===== src/rtl/cache_line_fill.sv =====
// cache_line_fill: critical-word-first cache line refill from a narrow external bus
module cache_line_fill #(
  parameter int BITS = 32,
  parameter int ADDRESS_BITS = 14,
  parameter int EXT_BITS = 8,
  parameter int LINE_WORDS = 4,
  parameter int EXT_WAIT = 2,
  localparam int BEATS = BITS / EXT_BITS,
  localparam int BW = (BEATS > 1) ? $clog2(BEATS) : 0
) (
  input  logic                       CLK,
  input  logic                       RSTb,
  input  logic                       miss_req,
  input  logic [ADDRESS_BITS-1:0]    miss_addr,
  output logic                       busy,
  output logic [ADDRESS_BITS-1:0]    fill_addr,
  output logic [BITS-1:0]            fill_data,
  output logic                       fill_WRb,
  output logic                       crit_valid,
  output logic                       fill_done,
  output logic [ADDRESS_BITS+BW-1:0] ext_addr,
  input  logic [EXT_BITS-1:0]        ext_data_in,
  output logic                       ext_CEb,
  output logic                       ext_OEb
);
  localparam int AW = ADDRESS_BITS;
  localparam int EA = AW + BW;
  localparam int LW = $clog2(LINE_WORDS);
  localparam int BWW = (BW > 0) ? BW : 1;
  localparam int CW = (EXT_WAIT > 0) ? $clog2(EXT_WAIT + 1) : 1;

  typedef enum logic [2:0] {IDLE, ADDR, WAIT, WRITE, DONE} state_t;

  state_t           state, state_nx;
  logic [AW-LW-1:0] base, base_nx;
  logic [LW-1:0]    ptr, ptr_nx;
  logic [LW-1:0]    words, words_nx;
  logic [BWW-1:0]   beat, beat_nx;
  logic [CW-1:0]    cnt, cnt_nx;
  logic             first, first_nx;
  logic [BITS-1:0]  asm_w, asm_nx;
  logic             busy_nx, wrb_nx, crit_nx, done_nx, ceb_nx;
  logic [AW-1:0]    fill_addr_nx;
  logic [BITS-1:0]  fill_data_nx;
  logic [EA-1:0]    ext_addr_nx;

  // Beat address: word address scaled by beats per word, plus the beat index.
  function automatic logic [EA-1:0] beat_addr(input logic [AW-LW-1:0] b, input logic [LW-1:0] p,
                                              input logic [BWW-1:0] t);
    return (EA'({b, p}) << BW) | EA'(t);
  endfunction

  assign ext_OEb = ext_CEb;

  // Next-state and next-output logic; every output is registered from these values.
  always_comb begin
    state_nx = state;
    base_nx = base;
    ptr_nx = ptr;
    words_nx = words;
    beat_nx = beat;
    cnt_nx = cnt;
    first_nx = first;
    asm_nx = asm_w;
    busy_nx = busy;
    fill_addr_nx = fill_addr;
    fill_data_nx = fill_data;
    ext_addr_nx = ext_addr;
    wrb_nx = 1'b1;
    crit_nx = 1'b0;
    done_nx = 1'b0;
    ceb_nx = 1'b1;
    case (state)
      IDLE: begin
        busy_nx = miss_req;
        if (miss_req) begin
          state_nx = ADDR;
          base_nx = miss_addr[AW-1:LW];
          ptr_nx = miss_addr[LW-1:0];
          words_nx = '0;
          beat_nx = '0;
          first_nx = 1'b1;
          ext_addr_nx = beat_addr(miss_addr[AW-1:LW], miss_addr[LW-1:0], '0);
          ceb_nx = 1'b0;
        end
      end
      ADDR: begin
        state_nx = WAIT;
        cnt_nx = CW'(EXT_WAIT);
        ceb_nx = 1'b0;
      end
      WAIT: begin
        ceb_nx = 1'b0;
        if (cnt != '0) cnt_nx = cnt - CW'(1);
        else begin
          asm_nx[int'(beat)*EXT_BITS +: EXT_BITS] = ext_data_in;
          if (beat == BWW'(BEATS - 1)) begin
            state_nx = WRITE;
            ceb_nx = 1'b1;
            wrb_nx = 1'b0;
            crit_nx = first;
            fill_addr_nx = {base, ptr};
            fill_data_nx = asm_nx;
          end else begin
            state_nx = ADDR;
            beat_nx = beat + BWW'(1);
            ext_addr_nx = beat_addr(base, ptr, beat_nx);
          end
        end
      end
      WRITE: begin
        first_nx = 1'b0;
        if (words == LW'(LINE_WORDS - 1)) begin
          state_nx = DONE;
          done_nx = 1'b1;
        end else begin
          state_nx = ADDR;
          words_nx = words + LW'(1);
          ptr_nx = ptr + LW'(1);
          beat_nx = '0;
          ext_addr_nx = beat_addr(base, ptr_nx, '0);
          ceb_nx = 1'b0;
        end
      end
      DONE: begin
        state_nx = IDLE;
        busy_nx = 1'b0;
      end
      default: state_nx = IDLE;
    endcase
  end

  // State and output registers; reset abandons any partial line immediately.
  always_ff @(posedge CLK or negedge RSTb) begin
    if (!RSTb) begin
      state <= IDLE;
      base <= '0;
      ptr <= '0;
      words <= '0;
      beat <= '0;
      cnt <= '0;
      first <= 1'b0;
      asm_w <= '0;
      busy <= 1'b0;
      fill_addr <= '0;
      fill_data <= '0;
      fill_WRb <= 1'b1;
      crit_valid <= 1'b0;
      fill_done <= 1'b0;
      ext_addr <= '0;
      ext_CEb <= 1'b1;
    end else begin
      state <= state_nx;
      base <= base_nx;
      ptr <= ptr_nx;
      words <= words_nx;
      beat <= beat_nx;
      cnt <= cnt_nx;
      first <= first_nx;
      asm_w <= asm_nx;
      busy <= busy_nx;
      fill_addr <= fill_addr_nx;
      fill_data <= fill_data_nx;
      fill_WRb <= wrb_nx;
      crit_valid <= crit_nx;
      fill_done <= done_nx;
      ext_addr <= ext_addr_nx;
      ext_CEb <= ceb_nx;
    end
  end
endmodule


===== config.mk =====
export PLATFORM = sky130hd
export DESIGN_NAME = cache_line_fill
export DESIGN_NICKNAME = d
export VERILOG_FILES = /design/src/rtl/cache_line_fill.sv
export SDC_FILE = /design/constraint.sdc
export NUM_CORES = 1
export LEC_CHECK = 0
export CAP_MARGIN = 20
export CORE_MARGIN = 5
export CORE_UTILIZATION = 56
export DETAILED_ROUTE_END_ITERATION = 6
export MAX_ROUTING_LAYER = met4
export PLACE_DENSITY = 0.81
export SYNTH_ARGS = -nofsm -noshare
export SYNTH_HDL_FRONTEND = slang
export SYNTH_SLANG_ARGS = --single-unit
export TNS_END_PERCENT = 100

===== constraint.sdc =====
create_clock -name CLK -period 3 [get_ports CLK]
set_input_delay 0.45 -clock CLK [delete_from_list [all_inputs] [get_ports CLK]]
set_output_delay 0.45 -clock CLK [all_outputs]
set_load 0.005 [all_outputs]

==> impl_metrics.tcl <==
set metrics [dict create \
    async_flop_share_pct 100.0 \
    grt_max_degree 73 \
    core-area_um2 8721 \
    grt-ovfl-total 0 \
    crit_arrival_ns 2.83 \
    cp.required_ns 3.44 \
    num_rows 34 \
    h-tree-depth 4 \
    postSynthCellCount 484 \
    finalCriticalPeriod_ns 2.393 \
    status "finished clean" \
    swShare_pct 32.84 \
    gp_congestion 0.8131 \
    hold_viol_final 0 \
    power.total_mw 6.131 \
    worstMarginPinSlew_ns 0.9835 \
    cpPeakStageDelay_ns 0.64 \
    antenna_found_initial 0 \
    setup_viol 0 \
    power_frac_seq_pct 38.6 \
    synth_top_area_share_pct 56.64 \
    numCtsBuffers 17 \
    worst-setup-path-type "reg2reg" \
    vias 4020 \
    fin_skew_ns 0.01044 \
    synthesis.nets 516 \
    yosys_warnings 0 \
    rsz0062_at_grt "no" \
    seq_area_frac_synth_pct 57.69 \
    internal_power_mw 4.117 \
    cp_top_family "simple AND/OR/NAND/NOR gates" \
    drc 0 \
    antenna_left 0 \
    post_drt_wl_per_cell_um 18.15 \
    fin_nets 596 \
    mostFrequentLayoutCell "nand2_1" \
    synth_ff_type "dfrtp_1" \
    clk_path_buf_depth 2 \
    ir_worst_vdd_uv 609.9 \
    cts_root_buffer "clkbuf_8" \
    dr.first_iter.drc_count 254 \
    slew_viol_final 0 \
    clock_sinks 115 \
    antenna_cells 0 \
    first_pass_iters 5 \
    setup_tns_ns 0 \
    worst_hold_path_type "in2async" \
    syn_area_per_cell_um2 10.31 \
    die_area_um2 10900 \
    path_buf_inv 1 \
    die_w_um 104.4 \
    cts_resized 0 \
    comb_power_share_pct 29.6 \
    worstSetupStartpointType "flip-flop" \
    finalCritPeriodShare_pct 79.75 \
    port_buffers 92 \
    wl_mm 12.44 \
    p_switching_mw 2.014 \
    crit_slowest_cell "dfrtp_1" \
    yosysTopAreaCell "dfrtp_1" \
    grt_usage_pct 23.95 \
    initial_utilization_pct 57.25 \
    drive_above_1_share_pct 8.839 \
    cp_cell_sequence "inv_1 > ha_1 > nor4b_4 > and2_1 > a22o_1" \
    end_kind "flip-flop" \
    clkPwrFrac_pct 31.8 \
    relSlewSlack_pct 34.43 \
    synth_area_um2 4992 \
    fmax_mhz 418.0 \
    vias_per_cell 5.869 \
    synth_edf_count 0 \
    clk_pin_slew_ns 0.06 \
    die_h_um 104.4 \
    power.leakage_nw 3.025 \
    synth_area_leaders "dfrtp_1 (57%), nand2_1 (8.7%), a22o_1 (5.4%)" \
    crit_path_max_fanout 14 \
    dp_hpwl_mm 8.361 \
    yosysUniqueCellTypes 45 \
    grt_pass1_vias 4100 \
    power-per-cell-area_nw_per_um2 940.5 \
    ys_ff_latch 115 \
    cts_tree "built" \
    insertion_delay_ns 0.51 \
    grt_pass1_wl_mm 20.74 \
    syn_to_final_growth_pct 30.58 \
    cap_violations 0 \
    final_cell_mix "nand2_1 (116), dfrtp_1 (113), clkdlybuf4s50_1 (91), nor2_1 (37), a22o_1 (31)" \
    pin_count 93 \
]
## power groups by stage
stage / sequential [mW] / clock [mW] / combinational, mW
global placement: 2.36 / 0 / 1.72
finish: 2.37 / 1.95 / 1.81
floorplan: 2.25 / 0 / 1.22
global route: 2.43 / 2.02 / 2.00
CTS: 2.36 / 1.96 / 1.82
detailed placement: 2.37 / 0 / 1.80
## cell families (layout without fill, tap and decap cells)
group / Yosys count / in the layout / share of synthesized area, %
XOR/XNOR: 2 / 2 / 0.3509
flip-flops: 115 / 115 / 57.69
buffers and inverters: 50 / 143 / 4.586
adder cells (fa/ha/maj): 7 / 7 / 1.754
AND/OR/NAND/NOR: 188 / 188 / 16.92
AO/OA/AOI/OAI: 106 / 106 / 15.44
multiplexers: 16 / 16 / 3.258
## stage by stage
step | std cells | util (%) | setup slack (ns) | instance area [µm²] | hold WS, ns
detailed placement | 652 | 67.96 | 0.6757 | 5927 | 0.4638
floorplan | 484 | - | 1.000 | 4992 | 0.1544
CTS | 685 | 74.75 | 0.6560 | 6519 | 0.4736
global route | 685 | 74.75 | 0.5069 | 6519 | 0.5021
finish | 685 | 74.75 | 0.6074 | 6519 | 0.4713
global placement | 652 | 67.96 | 0.8161 | 5927 | 0.4581
## registers in the layout, indices dropped and copies added, names as in the netlist
signal and flops:
fill_data 32, busy 1, fill_addr 14, crit_valid 1, ext_CEb 1, beat 2, state 3, words 2
base 12, asm_w 24, cnt 2, first 1, ptr 2, fill_WRb 1, fill_done 1, ext_addr 16
## final timing paths
check	to	start	depth (start not counted)	slack [ns]
worst max-delay path	asm_w[2]$_DFFE_PN0P_	beat[0]$_DFFE_PN0P_	5	0.61
worst min-delay path	fill_data[21]$_DFFE_PN0P_	RSTb	2	0.47
worst max register to register	asm_w[2]$_DFFE_PN0P_	beat[0]$_DFFE_PN0P_	5	0.61
worst min register to register	first$_DFFE_PN0P_	first$_DFFE_PN0P_	2	0.47
max in group asynchronous	ext_CEb$_DFF_PN1_	RSTb	3	1.75
min in group CLK	first$_DFFE_PN0P_	first$_DFFE_PN0P_	2	0.47
## repair_timing
action                    in CTS  in global routing
hold buffers                   1                  0
hold endpoints to repair      42                  0
setup buffers                  0                  0
## metal layers
layer  vias to the layer above  global-route usage (%)  routed length, µm
met5                         -                       -                  0
met4                         0                   8.788                298
met3                        40                   5.214                910
met2                       178                   37.65               6083
met1                      1949                   30.68               5143
li1                       1853                       -                  -
## final cells by class
type / instances / area, µm²
Inverter: 11 / 41.29
Tap cell: 108 / 135.1
Clock inverter: 14 / 153.9
Clock buffer: 18 / 427.9
Sequential cell: 115 / 2880
Fill cell: 566 / 2202
Multi-Input combinational cell: 319 / 1887
Timing Repair Buffer: 100 / 993.5
## synthesized netlist by cell type (3+ instances only)
cell / instances
buf_4: 3
nor2b_1: 3
nand4_1: 4
buf_1: 4
ha_1: 7
a31oi_1: 16
nand2_1: 116
a21oi_1: 16
a32oi_1: 8
nand3_1: 7
and2_1: 3
o21ai_0: 6
mux2i_1: 14
buf_2: 12
dfrtp_1: 113
inv_1: 8
nand2b_1: 3
a22o_1: 31
nor3_1: 3
o21ai_1: 8
a221oi_1: 12
nor2_1: 37
clkbuf_1: 18
Power figures use the tool's default switching activity.
==> RTL edit 1, RTL diff (same flow settings) <==
`fill_data` no longer has a reset.
--- a/src/rtl/cache_line_fill.sv
+++ b/src/rtl/cache_line_fill.sv
@@ -144,5 +144,4 @@
       busy <= 1'b0;
       fill_addr <= '0;
-      fill_data <= '0;
       fill_WRb <= 1'b1;
       crit_valid <= 1'b0;
@@ -161,5 +160,4 @@
       busy <= busy_nx;
       fill_addr <= fill_addr_nx;
-      fill_data <= fill_data_nx;
       fill_WRb <= wrb_nx;
       crit_valid <= crit_nx;
@@ -169,4 +167,8 @@
     end
   end
+
+  always_ff @(posedge CLK) begin
+    fill_data <= fill_data_nx;
+  end
 endmodule
 
Behaviour: no difference found for any inputs over 4 cycles, from zero or initial values and one cycle with RSTb low; that may be too few to reach the edited logic, so the function may still have changed.
==> RTL edit 1 against the original RTL <==
  * Critical path type unchanged
  * Sequential cell count rose by 8
  * Area after synthesis rose by 5.1%
  * Power rose by 2.5%
  * Utilization fell by 0.80 points
  * Routed wire length rose by 2.0%
  * Cell area rose by 4.3%
  * Worst setup slack got worse by 0.22 ns
  * Combinational power rose by 2%
  * Critical endpoint is now asm_w[19]
==> RTL edit 1: results (changes against the original RTL) <==
Peak VDD IR = 476 µV (was 610 µV)
Reg2Reg Setup Slack = 0.38 ns (was 0.61 ns)
hold slack = 0.464 ns (was 0.471 ns)
sequential cell power = 2550 µW (was 2370 µW)
number of fillers in the final layout = 614 (was 566)
largest net degree at the start of global routing = 92 (was 73)
placed insts = 661 (was 652)
total power per unit cell area = 924 nW/µm² (was 940 nW/µm²)
Synth async-reset ratio = 0.740 (was 1.00)
status = finished clean (unchanged)
iteration-0 DRC count of the detailed router = 193 (was 254)
largest registers = asm_w x32, fill_data x32, ext_addr x16 (was fill_data x32, asm_w x24, ext_addr x16)
WL/cell = 18.3 µm (was 18.2 µm)
vias in the first global route = 4252 (was 4100)
worst setup path startpoint = beat[0] (unchanged)
Logic pwr share = 0.294 (was 0.296)
Net Count, Synth = 515 (was 516)
share of cells above drive strength 1 = 0.0890 (was 0.0884)
HP Class = input port to asynchronous set/reset pin (unchanged)
Post-synth EDFFs = 32 (was 0)
drt total wl = 12700 µm (was 12400 µm)
critical path's largest stage delay = 0.52 ns (was 0.64 ns)
CP delay by family, top = simple AND/OR/NAND/NOR gates (unchanged)
Seq/Total Area, Yosys = 0.618 (was 0.577)
P_leak = 0.00304 µW (was 0.00303 µW)
Nets = 603 (was 596)
routability congestion estimate = 0.872 (was 0.813)
Clock Skew = 0.00755 ns (was 0.0104 ns)
CP max FO = 9 (was 14)
Net Sw Frac = 0.326 (was 0.328)
CP arrival = 3.06 ns (was 2.83 ns)
total track usage = 0.241 (was 0.239)
Reg2Reg Depth = 6 (was 5)
max_slew headroom = 0.353 (was 0.344)
synth top area cells = dfrtp_1 (42%), edfxtp_1 (18%), nand2_1 (8.7%), a22o_1 (7.2%), o21ai_0 (2.9%) (was dfrtp_1 (57%), nand2_1 (8.7%), a22o_1 (5.4%), mux2i_1 (2.8%), nor2_1 (2.8%))
critical path endpoint = asm_w[19] (was asm_w[2])
first-pass GRT wire length = 21200 µm (was 20700 µm)
dpl hpwl = 8150 µm (was 8360 µm)
Mapped Cells = 483 (was 484)
DR pass1 iterations = 4 (was 5)
post-DR vias/cell = 5.86 (was 5.87)
commonest cells in the netlist = nand2_1 (122), dfrtp_1 (89), a22o_1 (43), edfxtp_1 (32), inv_1 (32) (was nand2_1 (116), dfrtp_1 (113), nor2_1 (37), a22o_1 (31), clkbuf_1 (18))
Yosys top cell area share = 0.425 (was 0.566)
RTL edit 1: cell types whose count changed in the layout (fill, tap and decap cells not counted), moves of 8 or more:
cell	unedited run	this run
o21ai_1	8	0
o21ai_0	6	30
dfrtp_1	113	89
inv_1	8	32
a221oi_1	12	0
a32oi_1	8	0
a22o_1	31	43
nor2_1	37	10
edfxtp_1	0	32
RTL edit 1: metrics by stage:
stage | cell area (µm²) | worst slack (ns)
after global placement | 6210 | 0.606
after global routing | 6800 | 0.260
final | 6800 | 0.384
after floorplan | 5250 | 0.841
after detailed placement | 6210 | 0.450
after CTS | 6760 | 0.423
RTL edit 1: final cells by class:
type	count	area (µm²)	area share
tap	111	139	0.0204
timing repair buffer	101	1010	0.148
inverter	33	124	0.0182
clock inverter	12	97.6	0.0144
multi-input combinational	295	1730	0.255
clock buffer	20	457	0.0672
sequential	123	3240	0.477
RTL edit 1: cells by family (layout without fill, tap and decap cells):
logic type               after synthesis  in the layout  share of synthesized area
adder cells (fa/ha/maj)                7              7                     0.0167
AO/OA/AOI/OAI                        110            110                      0.144
AND/OR/NAND/NOR                      160            160                      0.135
buffers and inverters                 65            166                     0.0525
XOR/XNOR                               2              2                    0.00334
flip-flops                           123            123                      0.618
multiplexers                          16             16                     0.0310
RTL edit 1: worst reg2reg max path, stage by stage (launching register included):
cell	delay [ns]
dfrtp_1	0.52
inv_1	0.17
ha_1	0.43
or3b_4	0.44
nor3b_4	0.43
and2_1	0.37
a22o_1	0.20
RTL edit 1: repair_timing:
item	4_1_cts	5_1_grt
hold buffers	0	1
setup endpoints to repair	0	0
hold endpoints to repair	0	37
RTL edit 1: layer usage:
metal	part of all wire	track usage
met4	0.023	0.0776
met2	0.49	0.385
met3	0.076	0.0614
met1	0.41	0.305
met5	0	-
==> RTL edit 2, RTL diff (same flow settings) <==
Without the edit above. `ADDRESS_BITS`: 14 -> 15.
--- a/src/rtl/cache_line_fill.sv
+++ b/src/rtl/cache_line_fill.sv
@@ -2,5 +2,5 @@
 module cache_line_fill #(
   parameter int BITS = 32,
-  parameter int ADDRESS_BITS = 14,
+  parameter int ADDRESS_BITS = 15,
   parameter int EXT_BITS = 8,
   parameter int LINE_WORDS = 4,
Interface: changed (resized ext_addr, fill_addr and miss_addr); port bits go from 93 to 96. The function was not compared with the original's and may differ.
==> RTL edit 2 against the original RTL <==
  * Routed wire length fell by 3.8%
  * Area after synthesis is 3.0% higher
  * Power fell by 0.37%
  * Sequential cell count increased by 3
  * Maximum frequency about the same
  * Synthesized cell count is 1.9% lower
  * Global-route usage is 1.0 points lower
  * Worst setup slack got worse by 0.00056 ns
  * Cell area grew 2.1%
  * Critical path type unchanged
  * Critical endpoint is now ext_addr[2]
==> RTL edit 2: results (changes against the original RTL) <==
status = finished clean (unchanged)
post-DR vias/cell = 5.82 (was 5.87)
vias in the first global route = 4014 (was 4100)
drt total wl = 12000 µm (was 12400 µm)
CTS max path bufs = 2 (unchanged)
max_slew headroom = 0.499 (was 0.344)
P_leak = 0.00311 µW (was 0.00303 µW)
clk_lat worst skew = 0.51 ns (about the same)
DR pass1 iterations = 5 (unchanged)
routed length on met2 = 5830 µm (was 6080 µm)
Worst-path clk slew = 0.05 ns
iteration-0 DRC count of the detailed router = 202 (was 254)
Met3 Wirelength = 760 µm (was 910 µm)
Seq/Total Area, Yosys = 0.575 (was 0.577)
DRT met1 WL = 5190 µm (was 5140 µm)
internal power = 4150 µW (was 4120 µW)
Peak VDD IR = 560 µV (was 610 µV)
synth top area cells = dfrtp_1 (56%), nand2_1 (5.7%), a22o_1 (5.1%), a21oi_1 (4.1%), o21ai_0 (3.2%) (was dfrtp_1 (57%), nand2_1 (8.7%), a22o_1 (5.4%), mux2i_1 (2.8%), nor2_1 (2.8%))
dpl hpwl = 7720 µm (was 8360 µm)
Finished Layout Cells = 680 (was 685)
placed insts = 648 (was 652)
first-pass GRT wire length = 19900 µm (was 20700 µm)
CP arrival = 2.79 ns (was 2.83 ns)
total track usage = 0.229 (was 0.239)
Mapped Cells = 475 (was 484)
PortBufs = 95 (was 92)
diode count = 0 (unchanged)
largest registers = fill_data x32, asm_w x24, ext_addr x17 (was fill_data x32, asm_w x24, ext_addr x16)
share of cells above drive strength 1 = 0.112 (was 0.0884)
worst slack, placed = 0.608 ns (was 0.676 ns)
Net Count, Synth = 508 (was 516)
Clock Skew = 0.00873 ns (was 0.0104 ns)
initial antenna violation count = 0 (unchanged)
CP max FO = 17 (was 14)
commonest cells in the netlist = dfrtp_1 (116), nand2_1 (78), a21oi_1 (42), o21ai_0 (33), a22o_1 (30) (was nand2_1 (116), dfrtp_1 (113), nor2_1 (37), a22o_1 (31), clkbuf_1 (18))
largest net degree at the start of global routing = 61 (was 73)
routability congestion estimate = 0.803 (was 0.813)
Nets = 589 (was 596)
Cell variety after synth = 46 (was 45)
RTL edit 2: cell families after synthesis:
kind of cell,Yosys count,share of synthesized area
compound gates,133,0.164
buf+inv,52,0.0479
mux,30,0.0647
xor+xnor,2,0.00341
fa+ha+maj,7,0.0170
simple gates,133,0.128
flops,118,0.575
RTL edit 2: critical path: stages, from the launching register on:
cell and delay [ns]:
dfrtp_1 0.58, nor3b_4 0.43, nand2_1 0.39, and3_1 0.49, mux2_4 0.38
RTL edit 2: final timing paths:
| kind | from | to | slack (ns) | depth (start not counted) |
|---|---|---|---|---|
| worst max-delay path | state[0] | ext_addr[2] | 0.61 | 4 |
| worst min-delay path | RSTb | fill_data[1] | 0.01 | 1 |
| worst max register to register | state[0] | ext_addr[2] | 0.61 | 4 |
| worst min register to register | fill_data[19] | fill_data[19] | 0.48 | 2 |
| max in group asynchronous | RSTb | fill_WRb | 2.18 | 2 |
| min in group CLK | fill_data[19] | fill_data[19] | 0.48 | 2 |
RTL edit 2: metal layers:
layer / global-route usage / vias up
met1: 0.300 / 1955
met3: 0.0576 / 20
met5: - / -
li1: - / 1821
met4: 0.0694 / 0
met2: 0.357 / 161
RTL edit 2: final cells by class:
type / count / area (µm²)
inverters: 11 / 41.3
well taps: 111 / 139
clock inverters: 9 / 75.1
repair buffers: 103 / 1020
fillers: 634 / 2450
clock buffers: 23 / 477
multi-input cells: 305 / 1950
flip-flops and latches: 118 / 2960
RTL edit 2: power groups by stage:
stage | registers, µW | logic [µW] | clock network [µW]
finish | 2320 | 1920 | 1860
global route | 2380 | 2130 | 1950
CTS | 2320 | 1940 | 1870
detailed placement | 2330 | 1900 | 0
global placement | 2310 | 1850 | 0
floorplan | 2240 | 1240 | 0
RTL edit 2: through the flow:
stage	instance area [µm²]	hold slack [ns]	power, µW
finish	6660	0.0106	6110
global route	6660	0.0723	6460
CTS	6660	0.0294	6130
detailed placement	6100	0.471	4230
global placement	6100	0.461	4160
floorplan	5140	0.154	3480
